[config.mk]
export PLATFORM = sky130hd
export DESIGN_NAME = instr_encoder
export DESIGN_NICKNAME = d
export VERILOG_FILES = /design/src/rtl/instr_encoder.sv
export SDC_FILE = /design/constraint.sdc
export NUM_CORES = 1
export LEC_CHECK = 0
export BUFFER_PORTS_ARGS = -buffer_cell sky130_fd_sc_hd__buf_2
export CAP_MARGIN = 20
export CELL_PAD_IN_SITES_DETAIL_PLACEMENT = 1
export CELL_PAD_IN_SITES_GLOBAL_PLACEMENT = 1
export CORE_UTILIZATION = 39
export DETAILED_ROUTE_END_ITERATION = 8
export PLACE_DENSITY_LB_ADDON = 0.1
export RECOVER_POWER = 100
export SYNTH_ARGS = -nofsm -noshare
export SYNTH_HDL_FRONTEND = slang
export SYNTH_SLANG_ARGS = --single-unit
[constraint.sdc]
create_clock -name clk -period 5.52 [get_ports clk]
set_clock_uncertainty 0.2 [all_clocks]
set_input_delay 1.104 -clock clk [delete_from_list [all_inputs] [get_ports clk]]
set_output_delay 1.104 -clock clk [all_outputs]
set_load 0.02 [all_outputs]
[src/rtl/instr_encoder.sv]
// Field-bundle to RV32I word assembler. It streams one program of PROG_LEN words,
// each tagged with its write address, into a PE instruction memory.
module instr_encoder #(
  parameter int          ADDR_W   = 8,
  parameter int          PROG_LEN = 16,
  parameter logic [31:0] NOP_WORD = 32'h0000_0013
) (
  input  logic              clk,
  input  logic              rst,
  input  logic              start,
  input  logic              in_valid,
  output logic              in_ready,
  input  logic [6:0]        op,
  input  logic [2:0]        funct3,
  input  logic [6:0]        funct7,
  input  logic [4:0]        rs1,
  input  logic [4:0]        rs2,
  input  logic [4:0]        rd,
  input  logic [11:0]       imm12,
  input  logic [19:0]       immhi,
  output logic              out_valid,
  input  logic              out_ready,
  output logic [31:0]       out_instr,
  output logic [ADDR_W-1:0] out_addr,
  output logic              out_illegal,
  output logic              busy,
  output logic              done,
  output logic [7:0]        illegal_cnt
);

  localparam logic [1:0] S_IDLE = 2'd0;
  localparam logic [1:0] S_LOAD = 2'd1;
  localparam logic [1:0] S_DONE = 2'd2;

  localparam logic [ADDR_W:0] LEN  = (ADDR_W+1)'(PROG_LEN);
  localparam logic [ADDR_W:0] LAST = (ADDR_W+1)'(PROG_LEN - 1);

  logic [1:0]        state_q, state_d;
  logic [ADDR_W:0]   acc_cnt_q, acc_cnt_d;
  logic [ADDR_W:0]   emit_cnt_q, emit_cnt_d;
  logic [7:0]        ill_cnt_q, ill_cnt_d;
  logic              out_valid_q, out_valid_d;
  logic [31:0]       out_instr_q, out_instr_d;
  logic [ADDR_W-1:0] out_addr_q, out_addr_d;
  logic              out_illegal_q, out_illegal_d;

  logic [31:0] enc_word;
  logic        enc_illegal;
  logic        in_hs;
  logic        out_hs;

  always_comb begin
    enc_word    = NOP_WORD;
    enc_illegal = 1'b0;
    case (op)
      7'd51:               enc_word = {funct7, rs2, rs1, funct3, rd, op};
      7'd3, 7'd19, 7'd103: enc_word = {imm12, rs1, funct3, rd, op};
      7'd35:               enc_word = {imm12[11:5], rs2, rs1, funct3, imm12[4:0], op};
      7'd99:               enc_word = {imm12[11], imm12[9:4], rs2, rs1, funct3,
                                       imm12[3:0], imm12[10], op};
      7'd23, 7'd55:        enc_word = {immhi, rd, op};
      7'd111:              enc_word = {immhi[19], immhi[9:0], immhi[10], immhi[18:11], rd, op};
      default: begin
        enc_word    = NOP_WORD;
        enc_illegal = 1'b1;
      end
    endcase
  end

  // Accept only when the output slot is free or draining this cycle, and the session still has room.
  assign in_ready = (state_q == S_LOAD) && (!out_valid_q || out_ready) && (acc_cnt_q < LEN);
  assign in_hs    = in_valid && in_ready;
  assign out_hs   = out_valid_q && out_ready;

  always_comb begin
    state_d       = state_q;
    acc_cnt_d     = acc_cnt_q;
    emit_cnt_d    = emit_cnt_q;
    ill_cnt_d     = ill_cnt_q;
    out_valid_d   = out_valid_q;
    out_instr_d   = out_instr_q;
    out_addr_d    = out_addr_q;
    out_illegal_d = out_illegal_q;

    case (state_q)
      S_IDLE, S_DONE: begin
        if (start) begin
          state_d    = S_LOAD;
          acc_cnt_d  = '0;
          emit_cnt_d = '0;
          ill_cnt_d  = '0;
        end
      end
      S_LOAD: begin
        if (in_hs) begin
          acc_cnt_d = acc_cnt_q + 1'b1;
          if (enc_illegal && (ill_cnt_q != 8'hFF)) begin
            ill_cnt_d = ill_cnt_q + 8'd1;
          end
        end
        if (out_hs) begin
          emit_cnt_d = emit_cnt_q + 1'b1;
          if (emit_cnt_q == LAST) begin
            state_d = S_DONE;
          end
        end
      end
      default: state_d = S_IDLE;
    endcase

    // A new word overwrites the slot directly, so a simultaneous drain leaves no bubble.
    if (in_hs) begin
      out_valid_d   = 1'b1;
      out_instr_d   = enc_word;
      out_addr_d    = acc_cnt_q[ADDR_W-1:0];
      out_illegal_d = enc_illegal;
    end else if (out_hs) begin
      out_valid_d = 1'b0;
    end
  end

  always_ff @(posedge clk) begin
    if (rst) begin
      state_q       <= S_IDLE;
      acc_cnt_q     <= '0;
      emit_cnt_q    <= '0;
      ill_cnt_q     <= '0;
      out_valid_q   <= 1'b0;
      out_instr_q   <= '0;
      out_addr_q    <= '0;
      out_illegal_q <= 1'b0;
    end else begin
      state_q       <= state_d;
      acc_cnt_q     <= acc_cnt_d;
      emit_cnt_q    <= emit_cnt_d;
      ill_cnt_q     <= ill_cnt_d;
      out_valid_q   <= out_valid_d;
      out_instr_q   <= out_instr_d;
      out_addr_q    <= out_addr_d;
      out_illegal_q <= out_illegal_d;
    end
  end

  assign out_valid   = out_valid_q;
  assign out_instr   = out_instr_q;
  assign out_addr    = out_addr_q;
  assign out_illegal = out_illegal_q;
  assign busy        = (state_q == S_LOAD);
  assign done        = (state_q == S_DONE);
  assign illegal_cnt = ill_cnt_q;

endmodule

==> results.md, run 1 <==
* Setup crit end kind: register
* Htree depth at 3
* CP Max Fanout at 28
* P&R area growth vs syn at 22.6%
* Vias/cell at 5.67
* Yosys reg bits at 70
* DRT iter0 DRCs at 171
* Tcrit/Tclk final at 0.687
* Post-CTS setup buffer count at 0
* Critical path type: reg -> reg
* Largest cells by area after synthesis: dfxtp_1 (41%), nor2_1 (5.3%), a22o_1 (4.8%)
* Failing checks: capacitance limit, slew limit
* Die area at 9210 um2
* Post-synth top area cell: dfxtp_1
* Library cells used by synthesis at 59
* Wire per inst at 17.3 um
* Slowest CP cell: and2_0
* ANT nets after route at 0
* 1st-pass router iterations at 7
* Yosys warning count at 0
* Syn_area_per_cell at 8.81 um2
* PwrDens at 264 nW/um2
* Num CTS Buffers at 9
* Core area at 8380 um2
* Placed Area at 4090 um2
* Register area share after synthesis at 0.407
* Placed cell count at 595
* Final Max Slew Viols at 40
* Final Hold Viols at 0
* Clock Tree Buf Depth at 2
* Final Setup Violations at 0
* Arrival time at the worst endpoint at 3.83 ns
* Setup crit start kind: register
* CTS Hold Bufs at 0
* Die width at 96.0 um
* CP Cell Sequence: or4_1, nor4_1, and2_0, nor2_2, clkbuf_1, a22o_1
* Post-Syn Instances at 391
* First-pass GRT wire length at 16.9 mm
* Setup TNS at 0 ns
* Most frequent cell after synthesis: dfxtp_1
* Sequential Area at 1400 um2
* # nets final at 574
* # IOs at 122
* DP HPWL at 7.79 mm
* Pre-CTS setup slack at 1.96 ns
* Clock Tree Root: clkbuf_8
* Later-pin clock latency in the skew report at 0.35 ns
* Vias in the first global route at 3418
* CTS tree: yes
* Layout cell share with drive strength beyond 1 at 0.203
* Fin cells at 612
* Final Cell Area at 4220 um2
* Fin crit period at 3.79 ns
* Overall Power at 1.11 mW
* Max rail drop VDD at 0.000107 V
* Final worst-path setup slack at 1.73 ns
* Cell Rows at 33
* Total track usage at 0.240
* List of most frequent post-synthesis cells: dfxtp_1 (70), nor2_1 (49), nand2_1 (39)
* Final WL at 10.6 mm
* Initial Util at 0.411
* Initial antenna violation count at 0
* Syn Nets at 463
* Sink Count at 70
* Static leakage at 1.63 nW
* Multi-input logic area at 1870 um2
* # diodes at 0
* Fillers at 1056
* Status: complete, but fails checks
* Clk slew on worst S/H paths at 0.08 ns
* HP Class: reg -> reg
* Final GP Congestion at 0.842
* Max cap viols at 1
* Post-synth EDFFs at 0
* Die Height at 96.0 um
* Largest net degree at the start of global routing at 40
* Worst Max-Slew Pin Slew at 1.73 ns
* Slew HR at -0.153
* GRT overflow at 0
* Netlist Area Pre-Place at 3440 um2
* Fmax at 264 MHz
* Top_reg_cell synth: dfxtp_1
* Post-CTS sizing at 0
* Via count at 3473
* IO buf count at 121
* Worst EP required at 5.55 ns
* Slowest stage delay, CP at 0.83 ns
* Asr flop ratio synth at 0
* RSZ-0062 raised after global routing: false
* Post-synth top area share at 0.407
* Drt drc at 0
-- power breakdown --
group	switching [mW]	total [mW]	internal (mW)
logic	0.0729	0.111	0.0386
registers	0.00567	0.516	0.511
clock network	0.206	0.485	0.279
total	0.285	1.11	0.829
-- layout make-up --
class	count	area share
clock buffers	11	0.0359
clock inverters	5	0.0193
multi-input cells	291	0.444
inverters	4	0.00356
repair buffers	126	0.135
well taps	105	0.0311
flip-flops and latches	70	0.332
-- flip-flops by register name, indices dropped and copies added (netlist names) --
register	flops
out_instr	32
out_illegal	1
state_q	2
out_addr	8
illegal_cnt	8
acc_cnt_q	9
out_valid	1
emit_cnt_q	9
-- layout by cell type, fill, tap and decap left out, drive strengths merged, types with 3 or more instances in the layout --
| cell type | n |
|---|---|
| o41ai | 3 |
| o2bb2ai | 13 |
| and2 | 6 |
| nor2 | 50 |
| mux2i | 6 |
| nor4 | 3 |
| o21a | 5 |
| o21ai | 8 |
| nor4b | 4 |
| a22oi | 6 |
| nand2 | 40 |
| or3 | 4 |
| a21oi | 29 |
| nand4 | 7 |
| or2 | 4 |
| nor2b | 3 |
| dfxtp | 70 |
| nand3 | 6 |
| clkbuf | 67 |
| o311ai | 6 |
| buf | 70 |
| ha | 3 |
| nand3b | 3 |
| nor3 | 19 |
| inv | 4 |
| a22o | 19 |
| and3 | 6 |
| xor2 | 8 |
| a222oi | 11 |
-- metrics by stage --
step,util,hold WS (ns)
6_report,0.504,0.260
2_1_floorplan,-,0.242
5_1_grt,0.504,0.285
3_5_place_dp,0.488,0.245
4_1_cts,0.516,0.261
3_3_place_gp,0.488,0.237
-- worst max-delay path: cells and delay by family (launching register included) --
kind	cells	cell delay (ns)
simple gates	4	2.05
buf+inv	1	0.64
compound gates	1	0.45
flops	1	0.34
-- cells by family after synthesis --
logic type / synth area share
xor+xnor: 0.0203
compound gates: 0.266
buf+inv: 0.0414
mux: 0.0174
simple gates: 0.237
flops: 0.407
fa+ha+maj: 0.0109
-- layer usage --
metal / vias to the layer above / GRT usage / wire length [um] / share of wire
li1: 1692 / - / - / -
met1: 1674 / 0.302 / 4750 / 0.45
met2: 99 / 0.405 / 5280 / 0.50
met3: 8 / 0.0608 / 499 / 0.047
met4: 0 / 0.0647 / 85 / 0.0080
met5: - / 0 / 0 / 0
-- worst paths after layout --
path                start            end  slack (ns)  cells after the start
max          acc_cnt_q[5]  out_instr[22]        1.73                      6
min           out_addr[1]    out_addr[1]        0.26                      2
max reg2reg  acc_cnt_q[5]  out_instr[22]        1.73                      6
min reg2reg   out_addr[1]    out_addr[1]        0.26                      2
Power figures use the tool's default switching activity.
==> run 2: changes to the inputs <==
- CORE_UTILIZATION: 39 -> 33
- clock period: 5.52 -> 3.1 ns (I/O delays scaled with it)
==> run 2 against run 1 <==
  * The flow now finishes without violations
  * Global-route usage down 2.9 points
  * Final cell count up 6.2%
  * Sequential cell count unchanged
==> results.md, run 2 (synthesis results as in run 1) <==
* DP HPWL at 8.60 mm (was 7.79 mm)
* Power share of the combinational group at 0.114 (was 0.100)
* Switching Share at 0.296 (was 0.256)
* Wire per inst at 17.2 um (was 17.3 um)
* Clk slew on worst S/H paths at 0.09 ns (was 0.08 ns)
* Part of the power in the clock network at 0.386 (was 0.436)
* Die width at 104 um (was 96.0 um)
* Pint at 1.29 mW (was 0.829 mW)
* CTS tree: yes (unchanged)
* IO buf count at 121 (unchanged)
* Tcrit/Tclk final at 0.892
* Setup crit start kind: register (unchanged)
* Vias in the first global route at 3500 (was 3418)
* Fin cells at 650 (was 612)
* Post-CTS setup buffer count at 0 (unchanged)
* Placed cell count at 634 (was 595)
* DRT iter0 DRCs at 175 (was 171)
* Die Height at 104 um (was 96.0 um)
* Largest net degree at the start of global routing at 23 (was 40)
* Worst EP required at 2.28 ns (was 5.55 ns)
* Critical path type: reg -> out (was reg -> reg)
* PwrDens at 433 nW/um2 (was 264 nW/um2)
* HP Class: reg -> reg (unchanged)
* Commonest non-fill, non-tap cells in the layout: dfxtp_1 (70), buf_2 (67), clkbuf_1 (55) (unchanged)
* Max cap viols at 0 (was 1)
* Num CTS Buffers at 9 (unchanged)
* Fmax at 362 MHz
* Slew HR at 0.531 (was -0.153)
* Worst Max-Slew Pin Slew at 0.704 ns (was 1.73 ns)
* Setup TNS at 0 ns (unchanged)
* Final WL at 11.2 mm (was 10.6 mm)
* GRT overflow at 0 (unchanged)
* Static leakage at 1.64 nW (was 1.63 nW)
* Cell Rows at 36 (was 33)
* Sink Count at 70 (unchanged)
* Vias/cell at 5.40 (was 5.67)
* Initial Util at 0.346 (was 0.411)
* RSZ-0062 raised after global routing: false (unchanged)
* Post-CTS sizing at 0 (unchanged)
* Status: completed (was complete, but fails checks)
* Final Hold Viols at 0 (unchanged)
* # IOs at 122 (unchanged)
* Final Max Slew Viols at 0 (was 40)
* Commonest non-fill, non-tap cell in the layout: dfxtp_1 (unchanged)
* Core area at 9950 um2 (was 8380 um2)
* Final GP Congestion at 0.901 (was 0.842)
* Clock Tree Buf Depth at 2 (unchanged)
* Total track usage at 0.210 (was 0.240)
* CP Max Fanout at 5 (was 28)
* Die area at 10900 um2 (was 9210 um2)
* First-pass GRT wire length at 18.1 mm (was 16.9 mm)
* Largest register FFs at 32 (unchanged)
* Max rail drop VDD at 0.000212 V (was 0.000107 V)
* CTS Hold Bufs at 0 (unchanged)
* # nets final at 584 (was 574)
* 1st-pass router iterations at 7 (unchanged)
* Drt drc at 0 (unchanged)
* Psw at 0.544 mW (was 0.285 mW)
* Later-pin clock latency in the skew report at 0.35 ns (about the same)
* Setup crit end kind: primary output (was register)
* Final Setup Violations at 0 (unchanged)
* Via count at 3512 (was 3473)
* Clock Tree Root: clkbuf_8 (unchanged)
* Initial antenna violation count at 0 (unchanged)
* Htree depth at 3 (unchanged)
* Seq pwr share at 0.500 (was 0.464)
* ANT nets after route at 0 (unchanged)
* # diodes at 0 (unchanged)
* Layout cell share with drive strength beyond 1 at 0.207 (was 0.203)
* Fin crit period at 2.77 ns
* P&R area growth vs syn at 23.2% (was 22.6%)
* Arrival time at the worst endpoint at 1.95 ns (was 3.83 ns)
==> run 2: cell count changes in the layout (fill, tap and decap cells not counted), sizes merged <==
cell    previous run  this run
bufinv             2         0
inv                4         9
clkbuf            67        66
clkinv             2         1
buf               70        79
==> run 2: stage by stage <==
stage | hold WS [ns] | power, mW | cell area [um2] | utilization | worst slack (ns)
2_1_floorplan | 0.242 | 1.06 | 3440 | - | 0.706
3_3_place_gp | 0.241 | 1.15 | 4210 | 0.423 | 0.526
4_1_cts | 0.262 | 1.87 | 4390 | 0.441 | 0.407
3_5_place_dp | 0.245 | 1.16 | 4210 | 0.423 | 0.429
6_report | 0.262 | 1.84 | 4240 | 0.426 | 0.334
5_1_grt | 0.281 | 1.93 | 4240 | 0.426 | 0.193
==> run 2: worst max-delay path: stages (launching register included) <==
cell,delay (ns)
dfxtp_1,0.35
or4_1,0.61
nor4_4,0.36
clkbuf_1,0.29
==> run 2: power groups by stage <==
stage	Clock (mW)	Combinational [mW]	Sequential (mW)
6_report	0.709	0.209	0.919
5_1_grt	0.782	0.230	0.921
4_1_cts	0.737	0.218	0.919
3_5_place_dp	0	0.217	0.940
3_3_place_gp	0	0.214	0.939
2_1_floorplan	0	0.106	0.949
==> run 2: layout make-up <==
cell class / instances / area (um2)
Tap cell: 133 / 166
Sequential cell: 70 / 1400
Multi-Input combinational cell: 291 / 1830
Fill cell: 1270 / 5710
Inverter: 4 / 15.0
Clock inverter: 7 / 62.6
Timing Repair Buffer: 136 / 642
Clock buffer: 9 / 124
==> run 2: path summary, 6_finish.rpt <==
| check | start | to | slack [ns] | cells after the start |
|---|---|---|---|---|
| max reg2reg | acc_cnt_q[5] | illegal_cnt[3] | 0.38 | 5 |
| max | acc_cnt_q[5] | in_ready | 0.33 | 3 |
| min | out_addr[3] | out_addr[3] | 0.26 | 2 |
| min reg2reg | out_addr[3] | out_addr[3] | 0.26 | 2 |
==> run 2: per-layer routing <==
layer | routed length (um) | vias up | GRT usage
met5 | 0 | - | 0
met4 | 132 | 0 | 0.0561
met3 | 517 | 13 | 0.0420
met2 | 5090 | 112 | 0.331
met1 | 5410 | 1678 | 0.292
li1 | - | 1709 | -
==> run 3: changes to the inputs <==
- ABC_AREA: default -> 1
- CORE_UTILIZATION: 33 -> 31
==> run 3 against run 2 <==
  * The run now ends with DRC left
  * Via count increased by 18%
  * First-iteration DRC count decreased by 24%
  * Clock-buffer cell count increased by 4
  * Power increased by 26%
  * Wire length increased by 10%
  * Highest routed layer unchanged
  * Critical endpoint is now emit_cnt_q[4]
  * Core utilization decreased by 2.4 points
  * Global-route usage decreased by 0.55 points
  * Area after synthesis increased by 8.5%
  * Combinational power increased by 11%
  * Largest power group is now clock
  * Register-to-register slack improved by 0.19 ns
  * Hold slack got worse by 0.017 ns
==> results.md, run 3 <==
* # diodes at 0 (unchanged)
* Critical R2R Capture: emit_cnt_q[4] (was illegal_cnt[3])
* P&R area growth vs syn at 24.6% (was 23.2%)
* Largest net degree at the start of global routing at 49 (was 23)
* Post-synth top area share at 0.375 (was 0.407)
* Post-synthesis xor/xnor area fraction at 0.00234 (was 0.0203)
* Asr flop ratio synth at 0 (unchanged)
* Failing checks: DRC
* Post-CTS sizing at 0 (unchanged)
* Yosys warning count at 0 (unchanged)
* Static leakage at 2.01 nW (was 1.64 nW)
* Tcrit/Tclk final at 0.818 (was 0.892)
* Fmax at 394 MHz (was 362 MHz)
* Post-Synth Simple-Gate Area at 0.407 (was 0.237)
* Final Max Slew Viols at 0 (unchanged)
* Most frequent cell after synthesis: nand2_1 (was dfxtp_1)
* Fin Hold WS at 0.245 ns (was 0.262 ns)
* Synth Area in Adders at 0.0100 (was 0.0109)
* 1st-pass router iterations at 6 (was 7)
* # IOs at 122 (unchanged)
* Max cap viols at 0 (unchanged)
* Core area at 11600 um2 (was 9950 um2)
* Overall Power at 2.32 mW (was 1.84 mW)
* Final Hold Viols at 0 (unchanged)
* Reg2Reg Launch Point: state_q[0] (was acc_cnt_q[5])
* Largest family of logic cells by synthesized area: simple AND/OR/NAND/NOR gates (was compound AO/OA/AOI/OAI gates)
* # nets final at 772 (was 584)
* Syn Nets at 657 (was 463)
* Register area share after synthesis at 0.375 (was 0.407)
* Num CTS Buffers at 9 (unchanged)
* RSZ-0062 raised after global routing: false (unchanged)
* Initial antenna violation count at 0 (unchanged)
* Hold Path Origin: out_addr[7] (was out_addr[3])
* Vias in the first global route at 4213 (was 3500)
* Post-synth EDFFs at 0 (unchanged)
* CTS Hold Bufs at 0 (unchanged)
* DRT iter0 DRCs at 133 (was 175)
* Wire per inst at 14.5 um (was 17.2 um)
* Worst Hold End: out_addr[7] (was out_addr[3])
* Max rail drop VDD at 0.000217 V (was 0.000212 V)
* Netlist Area Pre-Place at 3740 um2 (was 3440 um2)
* Status: complete, but fails checks (was completed)
* Setup TNS at 0 ns (unchanged)
* Final WL at 12.3 mm (was 11.2 mm)
* Compound-gate portion of the synthesized area at 0.135 (was 0.266)
* Fin crit period at 2.53 ns (was 2.77 ns)
* IO buf count at 121 (unchanged)
* Post-CTS setup buffer count at 0 (unchanged)
* Cell Rows at 39 (was 36)
* Arrival time at the worst endpoint at 2.54 ns (was 1.95 ns)
* Worst hold stages at 2 (unchanged)
* Die Height at 112 um (was 104 um)
* CP Max Fanout at 10 (was 5)
* Largest register FFs at 32 (unchanged)
* Largest cells by area after synthesis: dfxtp_1 (37%), nand2_1 (21%), a21oi_1 (7.0%) (was dfxtp_1 (41%), nor2_1 (5.3%), a22o_1 (4.8%))
* Library cells used by synthesis at 33 (was 59)
* DP HPWL at 9.37 mm (was 8.60 mm)
* Top_reg_cell synth: dfxtp_1 (unchanged)
* Die width at 112 um (was 104 um)
* HP Class: reg -> reg (unchanged)
* Worst Max-Slew Pin Slew at 0.732 ns (was 0.704 ns)
* Later-pin clock latency in the skew report at 0.33 ns (was 0.35 ns)
* List of most frequent post-synthesis cells: nand2_1 (211), dfxtp_1 (70), nor2_1 (68) (was dfxtp_1 (70), nor2_1 (49), nand2_1 (39))
* Via count at 4153 (was 3512)
* Clock Tree Buf Depth at 2 (unchanged)
* Htree depth at 3 (unchanged)
* Setup crit end kind: register (was primary output)
* CTS tree: yes (unchanged)
* Worst EP required at 3.11 ns (was 2.28 ns)
* R2R cell count at 7 (was 5)
* GRT overflow at 0 (unchanged)
* Final Setup Violations at 0 (unchanged)
* PwrDens at 497 nW/um2 (was 433 nW/um2)
* Vias/cell at 4.90 (was 5.40)
* Commonest non-fill, non-tap cell in the layout: nand2_1 (was dfxtp_1)
* Slew HR at 0.511 (was 0.531)
* Post-synth top area cell: dfxtp_1 (unchanged)
* Yosys reg bits at 70 (unchanged)
* Layout cell share with drive strength beyond 1 at 0.136 (was 0.207)
* Initial Util at 0.323 (was 0.346)
* Total track usage at 0.205 (was 0.210)
* Clk slew on worst S/H paths at 0.06 ns (was 0.09 ns)
* Die area at 12500 um2 (was 10900 um2)
* Setup crit start kind: register (unchanged)
* Reg2Reg Setup Slack at 0.57 ns (was 0.38 ns)
* First-pass GRT wire length at 20.3 mm (was 18.1 mm)
* Post-synthesis mux area share at 0 (was 0.0174)
* Sink Count at 70 (unchanged)
* ANT nets after route at 0 (unchanged)
* Critical path type: reg -> reg (was reg -> out)
* Drt drc at 6 (was 0)
* Final GP Congestion at 0.862 (was 0.901)
* Syn_area_per_cell at 6.39 um2 (was 8.81 um2)
* Commonest non-fill, non-tap cells in the layout: nand2_1 (214), nor2_1 (70), dfxtp_1 (70) (was dfxtp_1 (70), buf_2 (67), clkbuf_1 (55))
* Clock Tree Root: clkbuf_16 (was clkbuf_8)
* Post-Syn Instances at 585 (was 391)
-- run 3: cell count changes in the layout (fill, tap and decap cells not counted), sizes merged, moves of 11 or more --
cell	previous run	this run
o21ai	8	27
inv	9	44
nand3	6	31
nor2	50	73
a222oi	11	0
nor3	19	7
a22o	19	0
o2bb2ai	13	0
a21oi	29	52
nand2	40	218
-- run 3: where the power goes --
part | switching [mW] | internal (mW)
Clock | 0.381 | 0.769
Combinational | 0.159 | 0.0727
Sequential | 0.0147 | 0.919
-- run 3: worst max path at each step --
stage | start | end | slack, ns | cells past startpoint
after floorplan | out_ready | in_ready | 0.90 | 2
after global placement | op[3] | out_instr[13] | 0.55 | 10
after detailed placement | op[3] | out_instr[12] | 0.45 | 10
after CTS | op[3] | out_instr[12] | 0.79 | 10
after global routing | state_q[0] | emit_cnt_q[4] | 0.28 | 7
final | state_q[0] | emit_cnt_q[4] | 0.57 | 7
-- run 3: cell type report --
class	instances	area, um2
Inverter	45	169
Clock inverter	3	65.1
Sequential cell	70	1400
Multi-Input combinational cell	450	2010
Fill cell	1564	6910
Timing Repair Buffer	124	562
Clock buffer	13	270
Tap cell	143	179
-- run 3: through the flow --
step / area (um2) / instances / worst slack, ns / util
floorplan: 3740 / 585 / 0.903 / -
global placement: 4450 / 832 / 0.553 / 0.385
detailed placement: 4450 / 832 / 0.454 / 0.385
CTS: 4780 / 848 / 0.791 / 0.414
global route: 4660 / 848 / 0.277 / 0.403
finish: 4660 / 848 / 0.565 / 0.403
-- run 3: critical path, cell delays in order, from the launching register on --
cell	delay (ns)
dfxtp_1	0.42
nand2_1	0.30
o21ai_0	0.61
inv_1	0.29
nor3_1	0.27
nand2_1	0.11
o21ai_0	0.15
a21oi_1	0.06
-- run 3: layer usage --
| layer | routed length [um] | part of all wire | track usage | up-vias |
|---|---|---|---|---|
| met4 | 144 | 0.012 | 0.0658 | 0 |
| li1 | - | - | - | 2124 |
| met3 | 474 | 0.039 | 0.0299 | 10 |
| met2 | 5870 | 0.48 | 0.359 | 94 |
| met5 | 0 | 0 | 0 | - |
| met1 | 5810 | 0.47 | 0.258 | 1925 |
-- run 3: kinds of logic after synthesis --
kind of cell | count (synthesis)
and+or+nand+nor | 354
buffers and inverters | 65
xor gates and xnor gates | 1
adders and majority gates | 3
DFF | 70
AOI/OAI and AO/OA | 92
